File: config.mk
export PLATFORM = sky130hd
export DESIGN_NAME = sprite_renderer
export DESIGN_NICKNAME = d
export VERILOG_FILES = /design/src/rtl/sprite_renderer_pkg.sv /design/src/rtl/sprite_renderer_rect.sv /design/src/rtl/sprite_renderer.sv
export SDC_FILE = /design/constraint.sdc
export NUM_CORES = 1
export LEC_CHECK = 0
export BUFFER_PORTS_ARGS = -buffer_cell sky130_fd_sc_hd__buf_2
export CORE_ASPECT_RATIO = 1.4
export CORE_MARGIN = 5
export CORE_UTILIZATION = 39
export DETAILED_ROUTE_END_ITERATION = 10
export PLACE_DENSITY = 0.67
export REMOVE_ABC_BUFFERS = 1
export SLEW_MARGIN = 30
export SYNTH_ARGS = -nofsm -noshare
export SYNTH_HDL_FRONTEND = slang
export SYNTH_SLANG_ARGS = --single-unit
export TNS_END_PERCENT = 100
File: constraint.sdc
create_clock -name i_pixel_clk -period 3.2 [get_ports i_pixel_clk]
set_input_delay 0.32 -clock i_pixel_clk [delete_from_list [all_inputs] [get_ports i_pixel_clk]]
set_output_delay 0.32 -clock i_pixel_clk [all_outputs]
set_load 0.01 [all_outputs]
File: src/rtl/sprite_renderer_pkg.sv
// rtl/sprite_renderer_pkg.sv - Shared sprite geometry and bitmap images for the dino game renderer
// Purpose: screen placement constants, bitmap sizes/centres, derived widths and ROM images.
// Ports:   none (package).
package sprite_renderer_pkg;

  localparam int DINO_SCREEN_X   = 40;
  localparam int GROUND_SCREEN_Y = 200;

  localparam int DINO_BITMAP_SIZE_X   = 8;
  localparam int DINO_BITMAP_SIZE_Y   = 8;
  localparam int DINO_BITMAP_CENTER_X = 4;
  localparam int DINO_BITMAP_CENTER_Y = 4;
  localparam int DINO_FRAMES          = 4;

  localparam int OBSTACLE_BITMAP_SIZE_X   = 8;
  localparam int OBSTACLE_BITMAP_SIZE_Y   = 8;
  localparam int OBSTACLE_BITMAP_CENTER_X = 4;
  localparam int OBSTACLE_BITMAP_CENTER_Y = 4;

  localparam int DINO_IMG_BITS     = DINO_FRAMES * DINO_BITMAP_SIZE_X * DINO_BITMAP_SIZE_Y;
  localparam int OBSTACLE_IMG_BITS = OBSTACLE_BITMAP_SIZE_X * OBSTACLE_BITMAP_SIZE_Y;

  function automatic int width_of(input int n);
    return (n > 1) ? $clog2(n) : 1;
  endfunction

  localparam int DINO_REL_X_W = width_of(DINO_BITMAP_SIZE_X);
  localparam int DINO_REL_Y_W = width_of(DINO_BITMAP_SIZE_Y);
  localparam int OBS_REL_X_W  = width_of(OBSTACLE_BITMAP_SIZE_X);
  localparam int OBS_REL_Y_W  = width_of(OBSTACLE_BITMAP_SIZE_Y);
  localparam int DINO_ADDR_W  = width_of(DINO_IMG_BITS);
  localparam int OBS_ADDR_W   = width_of(OBSTACLE_IMG_BITS);

  typedef logic [1:0] dino_state_t;

  // Bit index = frame*SX*SY + row*SX + col; row 0 is the top line, frame 0 in the low 64 bits.
  localparam logic [DINO_IMG_BITS-1:0] DINO_IMG = {
    64'h3C7EFFDBFF7E2418,
    64'h1C3E7F6B7F3E1422,
    64'h3C7EFFDBFF7E4281,
    64'h183C7EFFFF7E3C19
  };

  localparam logic [OBSTACLE_IMG_BITS-1:0] OBSTACLE_IMG = 64'h1818DBDBFF181818;

endpackage

File: src/rtl/sprite_renderer_rect.sv
// rtl/sprite_renderer_rect.sv - Registered signed-clipping rectangle test for one sprite (stage S1)
// Purpose: decide whether a screen pixel lies inside a sprite placed by its centre, and
//          produce the pixel's coordinates relative to the sprite's top-left corner.
// Ports:   i_clk, i_rst_n        clock, async active-low reset
//          i_en                  sprite enabled (qualifies o_in_rect)
//          i_cx, i_cy            sprite centre, screen space
//          i_sx, i_sy            downsampled screen pixel
//          o_in_rect             registered inside flag
//          o_rel_x, o_rel_y      registered relative coordinates
module sprite_rect #(
  parameter int COORD_W  = 12,
  parameter int SIZE_X   = 8,
  parameter int SIZE_Y   = 8,
  parameter int CENTER_X = 4,
  parameter int CENTER_Y = 4,
  parameter int REL_X_W  = 3,
  parameter int REL_Y_W  = 3
) (
  input  logic               i_clk,
  input  logic               i_rst_n,
  input  logic               i_en,
  input  logic [COORD_W-1:0] i_cx,
  input  logic [COORD_W-1:0] i_cy,
  input  logic [COORD_W-1:0] i_sx,
  input  logic [COORD_W-1:0] i_sy,
  output logic               o_in_rect,
  output logic [REL_X_W-1:0] o_rel_x,
  output logic [REL_Y_W-1:0] o_rel_y
);

  localparam int SW = COORD_W + 1;

  // One extra bit lets the top-left corner go negative so sprites clip at the left/top edge.
  logic signed [SW-1:0] w_pos_x, w_pos_y, w_end_x, w_end_y, w_sx, w_sy;
  logic                 w_inside;

  assign w_pos_x  = $signed({1'b0, i_cx}) - SW'(CENTER_X);
  assign w_pos_y  = $signed({1'b0, i_cy}) - SW'(CENTER_Y);
  assign w_end_x  = w_pos_x + SW'(SIZE_X);
  assign w_end_y  = w_pos_y + SW'(SIZE_Y);
  assign w_sx     = $signed({1'b0, i_sx});
  assign w_sy     = $signed({1'b0, i_sy});
  assign w_inside = (w_sx >= w_pos_x) && (w_sx < w_end_x) &&
                    (w_sy >= w_pos_y) && (w_sy < w_end_y);

  always_ff @(posedge i_clk or negedge i_rst_n) begin
    if (!i_rst_n) begin
      o_in_rect <= 1'b0;
      o_rel_x   <= '0;
      o_rel_y   <= '0;
    end else begin
      o_in_rect <= i_en & w_inside;
      o_rel_x   <= REL_X_W'(w_sx - w_pos_x);
      o_rel_y   <= REL_Y_W'(w_sy - w_pos_y);
    end
  end

endmodule

File: src/rtl/sprite_renderer.sv
// rtl/sprite_renderer.sv - Dino + NUM_OBS obstacle sprite compositor with per-frame collision flag
// Purpose: 3-stage pixel pipeline (rect test, bitmap lookup, compose) over frame-latched game state.
// Ports:   i_pixel_clk, i_rst_n          clock, async active-low reset
//          i_frame_start                 first-pixel-of-frame pulse (latches game state)
//          i_de, i_vga_x, i_vga_y        raster position and display enable
//          i_dino_y, i_dino_state        dino vertical centre and animation frame
//          i_obstacle_x, i_obstacle_en   packed obstacle centres and enables
//          i_night                       invert colours
//          o_pixel, o_pixel_de           registered pixel and aligned display enable
//          o_collision                   previous frame had a dino/obstacle overlap
module sprite_renderer
  import sprite_renderer_pkg::*;
#(
  parameter int NUM_OBS     = 3,
  parameter int SCALE_SHIFT = 1,
  parameter int COORD_W     = 12
) (
  input  logic                       i_pixel_clk,
  input  logic                       i_rst_n,
  input  logic                       i_frame_start,
  input  logic                       i_de,
  input  logic [COORD_W-1:0]         i_vga_x,
  input  logic [COORD_W-1:0]         i_vga_y,
  input  logic [COORD_W-1:0]         i_dino_y,
  input  logic [1:0]                 i_dino_state,
  input  logic [NUM_OBS*COORD_W-1:0] i_obstacle_x,
  input  logic [NUM_OBS-1:0]         i_obstacle_en,
  input  logic                       i_night,
  output logic                       o_pixel,
  output logic                       o_pixel_de,
  output logic                       o_collision
);

  // Frame shadow copies; r_armed stays low after reset so nothing draws until a frame starts.
  logic [COORD_W-1:0]         r_dino_y_s;
  dino_state_t                r_dino_state_s;
  logic [NUM_OBS*COORD_W-1:0] r_obs_x_s;
  logic [NUM_OBS-1:0]         r_obs_en_s;
  logic                       r_night_s;
  logic                       r_armed;

  always_ff @(posedge i_pixel_clk or negedge i_rst_n) begin
    if (!i_rst_n) begin
      r_dino_y_s     <= '0;
      r_dino_state_s <= '0;
      r_obs_x_s      <= '0;
      r_obs_en_s     <= '0;
      r_night_s      <= 1'b0;
      r_armed        <= 1'b0;
    end else if (i_frame_start) begin
      r_dino_y_s     <= i_dino_y;
      r_dino_state_s <= i_dino_state;
      r_obs_x_s      <= i_obstacle_x;
      r_obs_en_s     <= i_obstacle_en;
      r_night_s      <= i_night;
      r_armed        <= 1'b1;
    end
  end

  // The first pixel of a frame must already see the values being latched this edge.
  logic [COORD_W-1:0]         w_dino_y;
  dino_state_t                w_dino_state;
  logic [NUM_OBS*COORD_W-1:0] w_obs_x;
  logic [NUM_OBS-1:0]         w_obs_en;
  logic                       w_night, w_armed;
  logic [COORD_W-1:0]         w_sx, w_sy;

  assign w_dino_y     = i_frame_start ? i_dino_y      : r_dino_y_s;
  assign w_dino_state = i_frame_start ? i_dino_state  : r_dino_state_s;
  assign w_obs_x      = i_frame_start ? i_obstacle_x  : r_obs_x_s;
  assign w_obs_en     = i_frame_start ? i_obstacle_en : r_obs_en_s;
  assign w_night      = i_frame_start ? i_night       : r_night_s;
  assign w_armed      = i_frame_start | r_armed;
  assign w_sx         = i_vga_x >> SCALE_SHIFT;
  assign w_sy         = i_vga_y >> SCALE_SHIFT;

  // ---- S1: rect tests (registered inside sprite_rect) plus side-band pipeline ----
  logic                    w_dino_in;
  logic [DINO_REL_X_W-1:0] w_dino_rel_x;
  logic [DINO_REL_Y_W-1:0] w_dino_rel_y;
  logic [NUM_OBS-1:0]      w_obs_in;
  logic [OBS_REL_X_W-1:0]  w_obs_rel_x [NUM_OBS];
  logic [OBS_REL_Y_W-1:0]  w_obs_rel_y [NUM_OBS];
  logic [OBS_ADDR_W-1:0]   w_obs_addr  [NUM_OBS];

  for (genvar g = 0; g <= NUM_OBS; g++) begin : g_rect
    if (g == 0) begin : g_dino
      sprite_rect #(
        .COORD_W (COORD_W),
        .SIZE_X  (DINO_BITMAP_SIZE_X),
        .SIZE_Y  (DINO_BITMAP_SIZE_Y),
        .CENTER_X(DINO_BITMAP_CENTER_X),
        .CENTER_Y(DINO_BITMAP_CENTER_Y),
        .REL_X_W (DINO_REL_X_W),
        .REL_Y_W (DINO_REL_Y_W)
      ) u_rect (
        .i_clk    (i_pixel_clk),
        .i_rst_n  (i_rst_n),
        .i_en     (w_armed),
        .i_cx     (COORD_W'(DINO_SCREEN_X)),
        .i_cy     (w_dino_y),
        .i_sx     (w_sx),
        .i_sy     (w_sy),
        .o_in_rect(w_dino_in),
        .o_rel_x  (w_dino_rel_x),
        .o_rel_y  (w_dino_rel_y)
      );
    end else begin : g_obs
      sprite_rect #(
        .COORD_W (COORD_W),
        .SIZE_X  (OBSTACLE_BITMAP_SIZE_X),
        .SIZE_Y  (OBSTACLE_BITMAP_SIZE_Y),
        .CENTER_X(OBSTACLE_BITMAP_CENTER_X),
        .CENTER_Y(OBSTACLE_BITMAP_CENTER_Y),
        .REL_X_W (OBS_REL_X_W),
        .REL_Y_W (OBS_REL_Y_W)
      ) u_rect (
        .i_clk    (i_pixel_clk),
        .i_rst_n  (i_rst_n),
        .i_en     (w_armed & w_obs_en[g-1]),
        .i_cx     (w_obs_x[(g-1)*COORD_W +: COORD_W]),
        .i_cy     (COORD_W'(GROUND_SCREEN_Y)),
        .i_sx     (w_sx),
        .i_sy     (w_sy),
        .o_in_rect(w_obs_in[g-1]),
        .o_rel_x  (w_obs_rel_x[g-1]),
        .o_rel_y  (w_obs_rel_y[g-1])
      );

      assign w_obs_addr[g-1] = OBS_ADDR_W'(w_obs_rel_y[g-1]) * OBS_ADDR_W'(OBSTACLE_BITMAP_SIZE_X)
                             + OBS_ADDR_W'(w_obs_rel_x[g-1]);
    end
  end

  logic        r_s1_de, r_s1_night;
  dino_state_t r_s1_state;

  always_ff @(posedge i_pixel_clk or negedge i_rst_n) begin
    if (!i_rst_n) begin
      r_s1_de    <= 1'b0;
      r_s1_night <= 1'b0;
      r_s1_state <= '0;
    end else begin
      r_s1_de    <= i_de;
      r_s1_night <= w_night;
      r_s1_state <= w_dino_state;
    end
  end

  // ---- S2: address calculation and bitmap lookup ----
  logic [DINO_ADDR_W-1:0] w_dino_addr;
  logic                   w_obs_lit;

  assign w_dino_addr = DINO_ADDR_W'(r_s1_state)
                         * DINO_ADDR_W'(DINO_BITMAP_SIZE_X * DINO_BITMAP_SIZE_Y)
                     + DINO_ADDR_W'(w_dino_rel_y) * DINO_ADDR_W'(DINO_BITMAP_SIZE_X)
                     + DINO_ADDR_W'(w_dino_rel_x);

  always_comb begin
    w_obs_lit = 1'b0;
    for (int i = 0; i < NUM_OBS; i++) begin
      w_obs_lit = w_obs_lit | (w_obs_in[i] & OBSTACLE_IMG[w_obs_addr[i]]);
    end
  end

  logic r_s2_de, r_s2_night, r_s2_dino_hit, r_s2_obs_hit;

  always_ff @(posedge i_pixel_clk or negedge i_rst_n) begin
    if (!i_rst_n) begin
      r_s2_de       <= 1'b0;
      r_s2_night    <= 1'b0;
      r_s2_dino_hit <= 1'b0;
      r_s2_obs_hit  <= 1'b0;
    end else begin
      r_s2_de       <= r_s1_de;
      r_s2_night    <= r_s1_night;
      r_s2_dino_hit <= w_dino_in & DINO_IMG[w_dino_addr];
      r_s2_obs_hit  <= w_obs_lit;
    end
  end

  // ---- S3: compose, register outputs, accumulate collisions ----
  logic w_overlap;
  logic r_pixel, r_pixel_de, r_collision, r_acc;

  assign w_overlap = r_s2_de & r_s2_dino_hit & r_s2_obs_hit;

  always_ff @(posedge i_pixel_clk or negedge i_rst_n) begin
    if (!i_rst_n) begin
      r_pixel     <= 1'b0;
      r_pixel_de  <= 1'b0;
      r_collision <= 1'b0;
      r_acc       <= 1'b0;
    end else begin
      r_pixel    <= r_s2_de & (r_s2_night ^ (r_s2_dino_hit | r_s2_obs_hit));
      r_pixel_de <= r_s2_de;
      // The pixel composed on the frame_start cycle still belongs to the closing frame.
      if (i_frame_start) begin
        r_collision <= r_acc | w_overlap;
        r_acc       <= 1'b0;
      end else if (w_overlap) begin
        r_acc <= 1'b1;
      end
    end
  end

  assign o_pixel     = r_pixel;
  assign o_pixel_de  = r_pixel_de;
  assign o_collision = r_collision;

endmodule

==> tab_implementation.tex <==
\begin{tabular}{lr}
\hline
Metric & Value \\
\hline
\multicolumn{2}{l}{\textbf{Drt}} \\
Drt initial violations & 296 \\
Drt drc & 0 \\
Detailed-routed wire length on met3 & 509 um \\
Remaining antenna violation count after routing & 0 \\
Length of the first detailed-routing pass in iterations & 4 \\
Uppermost metal layer occupied by signal nets & met4 \\
Wire length on met1 & 6840 um \\
Met2 WL & 9030 um \\
Detail-routed net length per standard cell & 14.6 um \\
Detailed-route vias per instance & 5.00 \\
Wire length after detailed routing & 16,600 um \\
Detailed-route via count & 5,694 \\
\multicolumn{2}{l}{\textbf{Floorplan}} \\
Core Area & 18,100 um2 \\
Vert. Die Dim & 171 um \\
Overall die area & 21,300 um2 \\
Row Count & 58 \\
Die width & 125 um \\
Starting density of the core & 39.9\% \\
Ports & 85 \\
\multicolumn{2}{l}{\textbf{Pwr}} \\
Worst vdd ir & 0.198 mV \\
Power, Total & 3.69 mW \\
Lkg Pwr & 4.19 nW \\
P per Cell Area & 416 nW/um2 \\
\multicolumn{2}{l}{\textbf{STA}} \\
Fmax achieved & 333 MHz \\
\# setup viols final & 0 \\
Clk\_skew & 0.00698 ns \\
Tightest slew margin relative to the limit & 60.2\% \\
Total count of hold-check failures in the final report & 0 \\
Post-layout min period & 3.01 ns \\
Unrepaired setup endpoints after global routing & no \\
Post-route fraction of the period consumed by the critical path & 93.9\% \\
Final-report max-slew violation count & 0 \\
Worst Max-Slew Pin Slew & 0.597 ns \\
\multicolumn{2}{l}{\textbf{Hold path}} \\
Min-Delay Path Class & in -> reg \\
\multicolumn{2}{l}{\textbf{Layout}} \\
Area of all sequential standard cells & 2150 um2 \\
ANT cells & 0 \\
Final net count & 1,069 \\
Fillers & 1,732 \\
Layout cells sized above 1 & 30.7\% \\
Finished Cell Area & 8860 um2 \\
Area added between synthesis and finish & 23.0\% \\
Multi-input logic area & 4710 um2 \\
\multicolumn{2}{l}{\textbf{Synthesis}} \\
Primary FF master, synth & dfrtp\_1 \\
Share of the synthesized area in the top cell type & 29.9\% \\
Sequential fraction of the synthesis area & 29.9\% \\
Top post-synthesis cells by area & dfrtp\_1 30\%, ha\_1 16\%, xnor2\_1 4.5\%, mux2i\_1 4.2\%, inv\_1 3.7\% \\
Library cell with the highest instance count after synthesis & ha\_1 \\
Number of enable flip-flop cells after synthesis & 0 \\
Number of flip-flops and latches in the synthesized netlist & 86 \\
Combinational family with the most area after synthesis & adder cells \\
Multiplexer area fraction after synthesis & 9.67\% \\
XOR/XNOR Fraction of Synth Area & 7.85\% \\
Post-synthesis cell area & 7210 um2 \\
Adder-cell share of the synthesized area & 16.7\% \\
Fraction of registers with async set or reset after synthesis & 100\% \\
Synth Area in Simple Gates & 16.5\% \\
Warnings, synthesis & 0 \\
Synthesized-area fraction occupied by ao, oa, aoi and oai cells & 13.7\% \\
Mapped Cells & 722 \\
Library cells used by synthesis & 83 \\
Leading post-synthesis cells by instance count & 90 x ha\_1, 86 x dfrtp\_1, 71 x inv\_1 \\
Post-Synthesis Mean Instance Area & 9.98 um2 \\
Top cell type by total area after synthesis & dfrtp\_1 \\
\multicolumn{2}{l}{\textbf{Critical path}} \\
Worst Setup End Kind & flop \\
Max Fanout on Critical Path & 6 \\
Arrival time at the worst endpoint & 3.24 ns \\
Crit-path cells & nor4\_1 > a21oi\_1 > or3\_4 > xnor2\_2 > nor3\_2 > xor2\_1 > ha\_1 > a21o\_1 > a211o\_1 > a2111oi\_4 \\
Startpoint Class & flop \\
Worst Path Buf+Inv & 0 \\
WP data required & 3.44 ns \\
Delay of the slowest cell on the worst path & 0.44 ns \\
Cell class contributing the biggest share of worst-path delay & simple AND/OR/NAND/NOR gates \\
Type of the setup path with the least slack & reg -> reg \\
Master of the slowest instance on the critical path & or3\_4 \\
\multicolumn{2}{l}{\textbf{Global route}} \\
Aggregate global-route resource usage & 16.0\% \\
Maximum number of pins on one net before global-route repair & 47 \\
Overflow left after global routing & 0 \\
Vias in the first global route & 5,943 \\
Initial antenna violation count & 0 \\
Wire length of the first global-routing pass & 27,900 um \\
\multicolumn{2}{l}{\textbf{Placement}} \\
Last weighted congestion value of the routability-driven placer & 0.844 \\
Number of I/O port buffers & 82 \\
Placed wire-length estimate after detailed placement & 13,700 um \\
Cell area reported after detailed placement & 8500 um2 \\
\multicolumn{2}{l}{\textbf{Clock tree}} \\
Root buffer selected by CTS & clkbuf\_16 \\
Maximum root-to-sink buffer count & 2 \\
\# Post-CTS Setup Buffers & 0 \\
Clk sink count & 86 \\
Clock latency on the worst-skew pair & 0.35 ns \\
Clock transition at the registers of the reported paths & 0.07 ns \\
Number of buffers created by CTS & 9 \\
TritonCTS clock tree & built \\
Htree depth & 3 \\
\multicolumn{2}{l}{\textbf{Outcome}} \\
Run status & finished, final reports clean \\
\multicolumn{2}{l}{\textbf{Run}} \\
Max cap viols & 0 \\
\hline
\end{tabular}
-- worst reg2reg max path: stages, from the launching register on --
cell and delay, ns:
dfrtp_1 0.41, nor4_1 0.29, a21oi_1 0.11, or3_4 0.44, xnor2_2 0.19, nor3_2 0.20
xor2_1 0.19, ha_1 0.27, a21o_1 0.18, a211o_1 0.33, a2111oi_4 0.29
-- power by group --
part	switching [mW]	total, mW	internal (mW)
clock	0.475	1.03	0.559
combinational	0.690	1.38	0.686
sequential	0.0810	1.28	1.20
total	1.25	3.69	2.44
-- metrics by stage --
stage | setup TNS (ns) | instances | worst slack (ns) | hold slack (ns) | util (%)
5_1_grt | 0 | 1138 | 0.00302 | 0.0571 | 49.1
6_report | 0 | 1138 | 0.194 | 0.0771 | 49.1
4_1_cts | 0 | 1138 | 0.0734 | 0.0576 | 48.7
3_3_place_gp | -0.277 | 1121 | -0.0837 | 0.332 | 47.0
2_1_floorplan | 0 | 707 | 0.378 | 0.0244 | -
3_5_place_dp | -0.443 | 1121 | -0.152 | 0.339 | 47.0
-- layer usage --
metal | global-route usage, % | vias up
met5 | 0 | -
met4 | 3.92 | 0
met3 | 3.34 | 13
met2 | 31.4 | 64
met1 | 17.5 | 2691
li1 | - | 2926
-- layout make-up --
cell class	instances	share of cell area, %
clock buffer	10	2.70
clock inverter	6	0.565
inverter	75	3.18
multi-input combinational	546	53.1
sequential	86	24.3
tap	240	3.39
timing repair buffer	175	12.8
-- placed cells by master, fill, tap and decap left out, types with 5 or more instances in the layout --
cell type  count
a21o_1         9
and3_1         5
clkbuf_16      9
a211oi_1       5
a21oi_1       38
o21a_1        10
mux2_2        18
nor3_1        19
nand2_1       27
xnor2_1       35
nand4_1       10
ha_1          88
nand3_1       13
nor2_1        36
mux2i_1       27
nand2b_1      12
o21ai_0       28
buf_2         80
o211ai_1       5
xor2_1        17
nor2b_1       16
nor4_1         5
xnor2_2        6
buf_4         92
dfrtp_1       86
inv_1         71
nor3b_1        6
-- cells by family after synthesis --
family	Yosys count
simple gates	192
buf+inv	90
xor+xnor	59
mux	58
compound gates	143
flops	86
fa+ha+maj	94
-- state kept, by name, indices dropped and copies added, names as in the netlist, 2 cells and up --
| name | flops |
|---|---|
| r_s1_state | 2 |
| g_rect.g_obs.u_rect.o_rel_x | 9 |
| r_obs_x_s | 36 |
| g_rect.g_obs.u_rect.o_in_rect | 3 |
| g_rect.g_dino.u_rect.o_rel_x | 3 |
| r_dino_y_s | 12 |
| g_rect.g_obs.u_rect.o_rel_y | 3 |
| r_obs_en_s | 3 |
| g_rect.g_dino.u_rect.o_rel_y | 3 |
-- repair_timing --
action | in CTS | in global routing
gates resized for setup | 0 | 14
setup endpoints to repair | 0 | 3
hold buffers | 1 | 0
hold endpoints to repair | 44 | 0
-- path summary, 6_finish.rpt --
path | startpoint | endpoint | slack (ns) | cells past startpoint
max in group asynchronous | i_rst_n | r_obs_x_s[7] | 1.93 | 3
setup reg to reg | r_obs_x_s[16] | g_rect[2].g_obs.u_rect.o_in_rect | 0.19 | 10
hold reg to reg | r_s1_de | r_s2_de | 0.36 | 0
hold / removal | i_de | r_s1_de | 0.08 | 1
setup / recovery | r_obs_x_s[16] | g_rect[2].g_obs.u_rect.o_in_rect | 0.19 | 10
min in group asynchronous | i_rst_n | r_obs_x_s[14] | 0.51 | 2
(Power assumes the default switching activity.)
